===== src/rtl/negacyclic_fold.sv =====
// Folds 2*DIMENSION+1 raw product coefficients modulo x^(DIMENSION+1)+1 and streams out DIMENSION+1 residues mod q.
// Optional macro NEGACYCLIC_FOLD_CENTERED_EN: present out_coeff in centered two's-complement form.
module negacyclic_fold #(
  parameter int unsigned CIPHERTEXT_MODULUS = 1024,
  parameter int unsigned CIPHERTEXT_WIDTH   = 10,
  parameter int unsigned DIMENSION          = 1
) (
  input  logic                        clk,
  input  logic                        rst_n,
  input  logic                        in_valid,
  output logic                        in_ready,
  input  logic [CIPHERTEXT_WIDTH-1:0] in_coeff,
  input  logic                        in_last,
  output logic                        out_valid,
  input  logic                        out_ready,
  output logic [CIPHERTEXT_WIDTH-1:0] out_coeff,
  output logic [DIMENSION:0]          out_index,
  output logic                        out_last,
  output logic                        err
);

  localparam int unsigned W   = CIPHERTEXT_WIDTH;
  localparam int unsigned W1  = CIPHERTEXT_WIDTH + 1;
  localparam int unsigned NI  = 2 * DIMENSION + 1;
  localparam int unsigned KW  = (NI > 1) ? $clog2(NI) : 1;
  localparam int unsigned JW  = (DIMENSION > 0) ? $clog2(DIMENSION + 1) : 1;
  localparam int unsigned IW  = DIMENSION + 1;

  localparam logic [W:0]    Q      = W1'(CIPHERTEXT_MODULUS);
  localparam logic [W:0]    HALF   = W1'(CIPHERTEXT_MODULUS / 2);
  localparam logic [KW-1:0] K_LAST = KW'(2 * DIMENSION);
  localparam logic [KW-1:0] K_FOLD = KW'(DIMENSION + 1);
  localparam logic [KW-1:0] K_MID  = KW'(DIMENSION);
  localparam logic [JW-1:0] J_LAST = JW'(DIMENSION);

  localparam logic [0:0] S_ACCEPT = 1'b0;
  localparam logic [0:0] S_DRAIN  = 1'b1;

  logic [0:0]    r_state, w_state_nxt;
  logic [KW-1:0] r_k, w_k_nxt;
  logic [JW-1:0] r_j, w_j_nxt;
  logic          r_err, w_err_nxt;
  logic [W-1:0]  r_buf [0:DIMENSION];

  logic          w_fold;
  logic [JW-1:0] w_slot;
  logic [W:0]    w_diff;
  logic [W-1:0]  w_modsub;
  logic          w_wr_en;
  logic [W-1:0]  w_wr_data;
  logic [W-1:0]  w_out_val;
  logic [W-1:0]  w_out_fmt;
  logic          w_draining;

  // Upper-half coefficients land on slot k-DIMENSION-1 with a negative sign.
  assign w_fold   = (r_k > K_MID);
  assign w_slot   = w_fold ? JW'(r_k - K_FOLD) : JW'(r_k);

  // Borrow out of the W+1-bit difference selects the +q correction.
  assign w_diff   = {1'b0, r_buf[w_slot]} - {1'b0, in_coeff};
  assign w_modsub = w_diff[W] ? W'(w_diff + Q) : w_diff[W-1:0];

  always_comb begin
    w_state_nxt = r_state;
    w_k_nxt     = r_k;
    w_j_nxt     = r_j;
    w_err_nxt   = r_err;
    w_wr_en     = 1'b0;
    w_wr_data   = in_coeff;
    case (r_state)
      S_ACCEPT: begin
        if (in_valid) begin
          w_wr_en   = 1'b1;
          w_wr_data = w_fold ? w_modsub : in_coeff;
          if (in_last != (r_k == K_LAST)) begin
            w_err_nxt = 1'b1;
          end
          if (r_k == K_LAST) begin
            w_state_nxt = S_DRAIN;
            w_k_nxt     = '0;
          end else begin
            w_k_nxt = r_k + 1'b1;
          end
        end
      end
      S_DRAIN: begin
        if (out_ready) begin
          if (r_j == J_LAST) begin
            w_state_nxt = S_ACCEPT;
            w_j_nxt     = '0;
          end else begin
            w_j_nxt = r_j + 1'b1;
          end
        end
      end
      default: w_state_nxt = S_ACCEPT;
    endcase
  end

  always_ff @(posedge clk or negedge rst_n) begin
    if (!rst_n) begin
      r_state <= S_ACCEPT;
      r_k     <= '0;
      r_j     <= '0;
      r_err   <= 1'b0;
      for (int unsigned i = 0; i < IW; i++) begin
        r_buf[JW'(i)] <= '0;
      end
    end else begin
      r_state <= w_state_nxt;
      r_k     <= w_k_nxt;
      r_j     <= w_j_nxt;
      r_err   <= w_err_nxt;
      if (w_wr_en) begin
        r_buf[w_slot] <= w_wr_data;
      end
    end
  end

  assign w_draining = (r_state == S_DRAIN);
  assign w_out_val  = r_buf[r_j];

`ifdef NEGACYCLIC_FOLD_CENTERED_EN
  // Residues above floor(q/2) map to v-q, reinterpreted as two's complement.
  assign w_out_fmt = ({1'b0, w_out_val} > HALF) ? W'({1'b0, w_out_val} - Q) : w_out_val;
`else
  assign w_out_fmt = w_out_val;
`endif

  assign in_ready  = (r_state == S_ACCEPT);
  assign out_valid = w_draining;
  assign out_coeff = w_draining ? w_out_fmt : '0;
  assign out_index = w_draining ? IW'(r_j) : '0;
  assign out_last  = w_draining && (r_j == J_LAST);
  assign err       = r_err;

endmodule


===== config.mk =====
export PLATFORM = sky130hd
export DESIGN_NAME = negacyclic_fold
export DESIGN_NICKNAME = d
export VERILOG_FILES = /design/src/rtl/negacyclic_fold.sv
export SDC_FILE = /design/constraint.sdc
export NUM_CORES = 1
export LEC_CHECK = 0
export CAP_MARGIN = 15
export CORE_ASPECT_RATIO = 1.2
export CORE_MARGIN = 8
export CORE_UTILIZATION = 51
export CTS_BUF_LIST = sky130_fd_sc_hd__clkbuf_4 sky130_fd_sc_hd__clkbuf_8
export DETAILED_ROUTE_END_ITERATION = 8
export PLACE_DENSITY = 0.78
export SYNTH_ARGS = -nofsm -noshare
export SYNTH_HDL_FRONTEND = slang
export SYNTH_SLANG_ARGS = --single-unit

===== constraint.sdc =====
create_clock -name clk -period 7.6 [get_ports clk]
set_input_delay 1.14 -clock clk [delete_from_list [all_inputs] [get_ports clk]]
set_output_delay 1.14 -clock clk [all_outputs]
set_load 0.01 [all_outputs]

==> results.md <==
- Status: finished clean
- Relative slew slack: 0.5159
- CTS Buffer Depth: 2
- Fillers: 309
- Post-synth cell types: 40
- CP Class: primary input to flip-flop
- Drt first pass iters: 4
- CTS Buf Count: 3
- Worst slew pin tran: 723.5 ps
- Post-CTS Resized: 0
- Int Pwr: 494.9 uW
- Via count: 1513
- WL per Instance: 14.59 um
- Final nets: 259
- RePlAce Congestion: 0.8074
- Max Cap Violations: 0
- Die Ht: 80.57 um
- CTS sink cnt: 25
- Core footprint: 3338 um2
- Initial antenna violation count: 0
- Final Core Density: 0.6368
- Clock Skews: 3.746 ps
- Rows: 23
- Syn Inst Count: 210
- Vias in the first global route: 1427
- First-pass GRT wire length: 6548 um
- Fin. Hold Viols: 0
- CP required: 7740 ps
- Critical path peak fanout: 4
- Peak Freq: 321.1 MHz
- Die area: 5624 um2
- Worst Hold Class: flip-flop to flip-flop
- Final period util: 0.4097
- CTS H-tree lvls: 1
- CTS tree: done
- Delay-heaviest family, CP: compound AO/OA/AOI/OAI gates
- Total negative slack: 0 ps
- CP arrival: 3260 ps
- I/O pin count: 31
- RSZ-0062 raised after global routing: false
- Share of cells above drive strength 1: 0.07725
- Remaining antenna violation count: 0
- Setup violations, final: 0
- Overall Global Routing Usage: 0.1364
- Cts hold-fix bufs: 0
- PwrDens: 409.5 nW/um2
- Hpwl dp: 2866 um
- Sw Pwr: 375.6 uW
- Vias per cell: 5.604
- Comb power frac: 0.596
- LEAKAGE: 0.0009496 uW
- CP cell instances: clkdlybuf4s50_1 > inv_1 > ha_1 > nor2b_1 > o2111ai_1 > a211o_1 > nand3_1 > a2111oi_0 > a311oi_1
- Drt initial violations: 47
- Mapped Nets: 235
- Syn Std Cell Area: 1772 um2
- Share of power burned in registers: 0.310
- Switching Share: 0.4315
- Critical path's largest stage delay: 530 ps
- Largest net degree at the start of global routing: 26
- Seq cells post-synth: 25
- Post-synthesis sequential area ratio: 0.3531
- Worst-skew pair later-pin latency: 270 ps
- Clk root buf: clkbuf_8
- Overflow left after global routing: 0
- Synth-to-layout area growth: 19.99%
- Post-Route WL: 3940 um
- N_diodes: 0
- Yosys Warn Count: 0
- PortBufs: 29
- Final max-slew violation count: 0
- Initial Util: 0.5307
- VDD IR-drop max: 0.2621 mV
- Clk pwr share: 0.094
- Die width: 69.81 um
- Post-CTS Setup Bufs: 0
- DRC viols: 0
- Mean Syn Cell Area: 8.437 um2
- Startpoint types: primary input
- Clk slew on worst S/H paths: 80 ps
- Most frequent cells in the layout: nor2_1, clkdlybuf4s50_1, nand2_1
- Buf/Inv on CP: 2
- CP max-delay cell: clkdlybuf4s50_1
- Critical Path Sink Type: flip-flop
- Final Critical Period: 3114 ps
cell usage after synthesis, drive strengths merged:
library cell | number | share of area
o21ai | 10 | 0.028
buf | 4 | 0.013
nand2 | 26 | 0.055
nand2b | 1 | 0.0035
o21a | 3 | 0.013
nand3 | 3 | 0.0085
o2111ai | 1 | 0.0049
dfrtp | 25 | 0.35
fa | 1 | 0.011
a22o | 1 | 0.0049
a21bo | 1 | 0.0056
a21o | 5 | 0.022
mux2i | 14 | 0.079
o22ai | 2 | 0.0071
nand3b | 1 | 0.0042
mux2 | 7 | 0.044
conb | 1 | 0.0021
a2111oi | 1 | 0.0049
o21bai | 1 | 0.0042
nor2b | 4 | 0.014
xnor2 | 4 | 0.020
xor2 | 1 | 0.0049
nor3 | 1 | 0.0028
a211oi | 1 | 0.0042
clkbuf | 8 | 0.017
a311oi | 2 | 0.0099
a211o | 1 | 0.0049
a31oi | 3 | 0.011
a21oi | 23 | 0.073
nor2 | 29 | 0.061
ha | 9 | 0.064
inv | 10 | 0.021
or3 | 2 | 0.0071
and2 | 4 | 0.016
final timing paths:
check | startpoint | endpoint | slack [ps] | depth (start not counted)
setup / recovery | in_coeff[1] | r_buf[19]$_DFFE_PN0P_ | 4490 | 9
hold / removal | err$_DFFE_PN0P_ | err$_DFFE_PN0P_ | 460 | 1
setup reg to reg | r_k[0]$_DFFE_PN0P_ | r_buf[9]$_DFFE_PN0P_ | 4780 | 9
hold reg to reg | err$_DFFE_PN0P_ | err$_DFFE_PN0P_ | 460 | 1
max in group asynchronous | rst_n | r_buf[11]$_DFFE_PN0P_ | 5820 | 2
min in group asynchronous | rst_n | r_buf[7]$_DFFE_PN0P_ | 1270 | 1
per-layer routing:
layer  share of wire  vias to the layer above  GRT usage
met1            0.47                      705     0.1693
li1                -                      765          -
met5               0                        -          0
met2            0.49                       38     0.2415
met4           0.014                        0    0.04628
met3           0.035                        5    0.01232
sequential cells by signal, indices dropped and copies added, names as in the netlist:
signal / count
err: 1
out_valid: 1
r_buf: 20
r_k: 2
r_j: 1
kinds of logic after synthesis:
group	count (synthesis)	synth area share
fa+ha+maj	10	0.07486
other cells	1	0.002117
buf+inv	22	0.05155
mux	21	0.1236
flops	25	0.3531
compound gates	55	0.1978
simple gates	71	0.1723
xor+xnor	5	0.02472
cell type report:
| cell class | count | area [um2] | area share |
|---|---|---|---|
| clock buffer | 4 | 48.80 | 0.02295 |
| inverter | 10 | 37.54 | 0.01766 |
| multi-input combinational | 163 | 1055 | 0.4962 |
| sequential | 25 | 625.6 | 0.2943 |
| tap | 37 | 46.29 | 0.02178 |
| timing repair buffer | 31 | 312.8 | 0.1471 |
power groups by stage:
stage	clock network (uW)	logic, uW	registers, uW
2_1_floorplan	0	434	231
3_3_place_gp	0	507	272
3_5_place_dp	0	513	273
4_1_cts	85.7	519	270
5_1_grt	89.2	578	281
6_report	81.6	519	270
metrics by stage:
step                setup slack (ps)  total power (uW)  hold WS [ps]  std cells  cell area, um2
floorplan                       4908             664.7         465.6        210            1772
global placement                4275             778.8         437.6        265            2062
detailed placement              4208             785.5         451.2        265            2062
CTS                             4489             874.6         472.6        269            2111
global route                    4264             948.0         488.2        270            2126
finish                          4486             870.5         462.9        270            2126
Power figures use the tool's default switching activity.
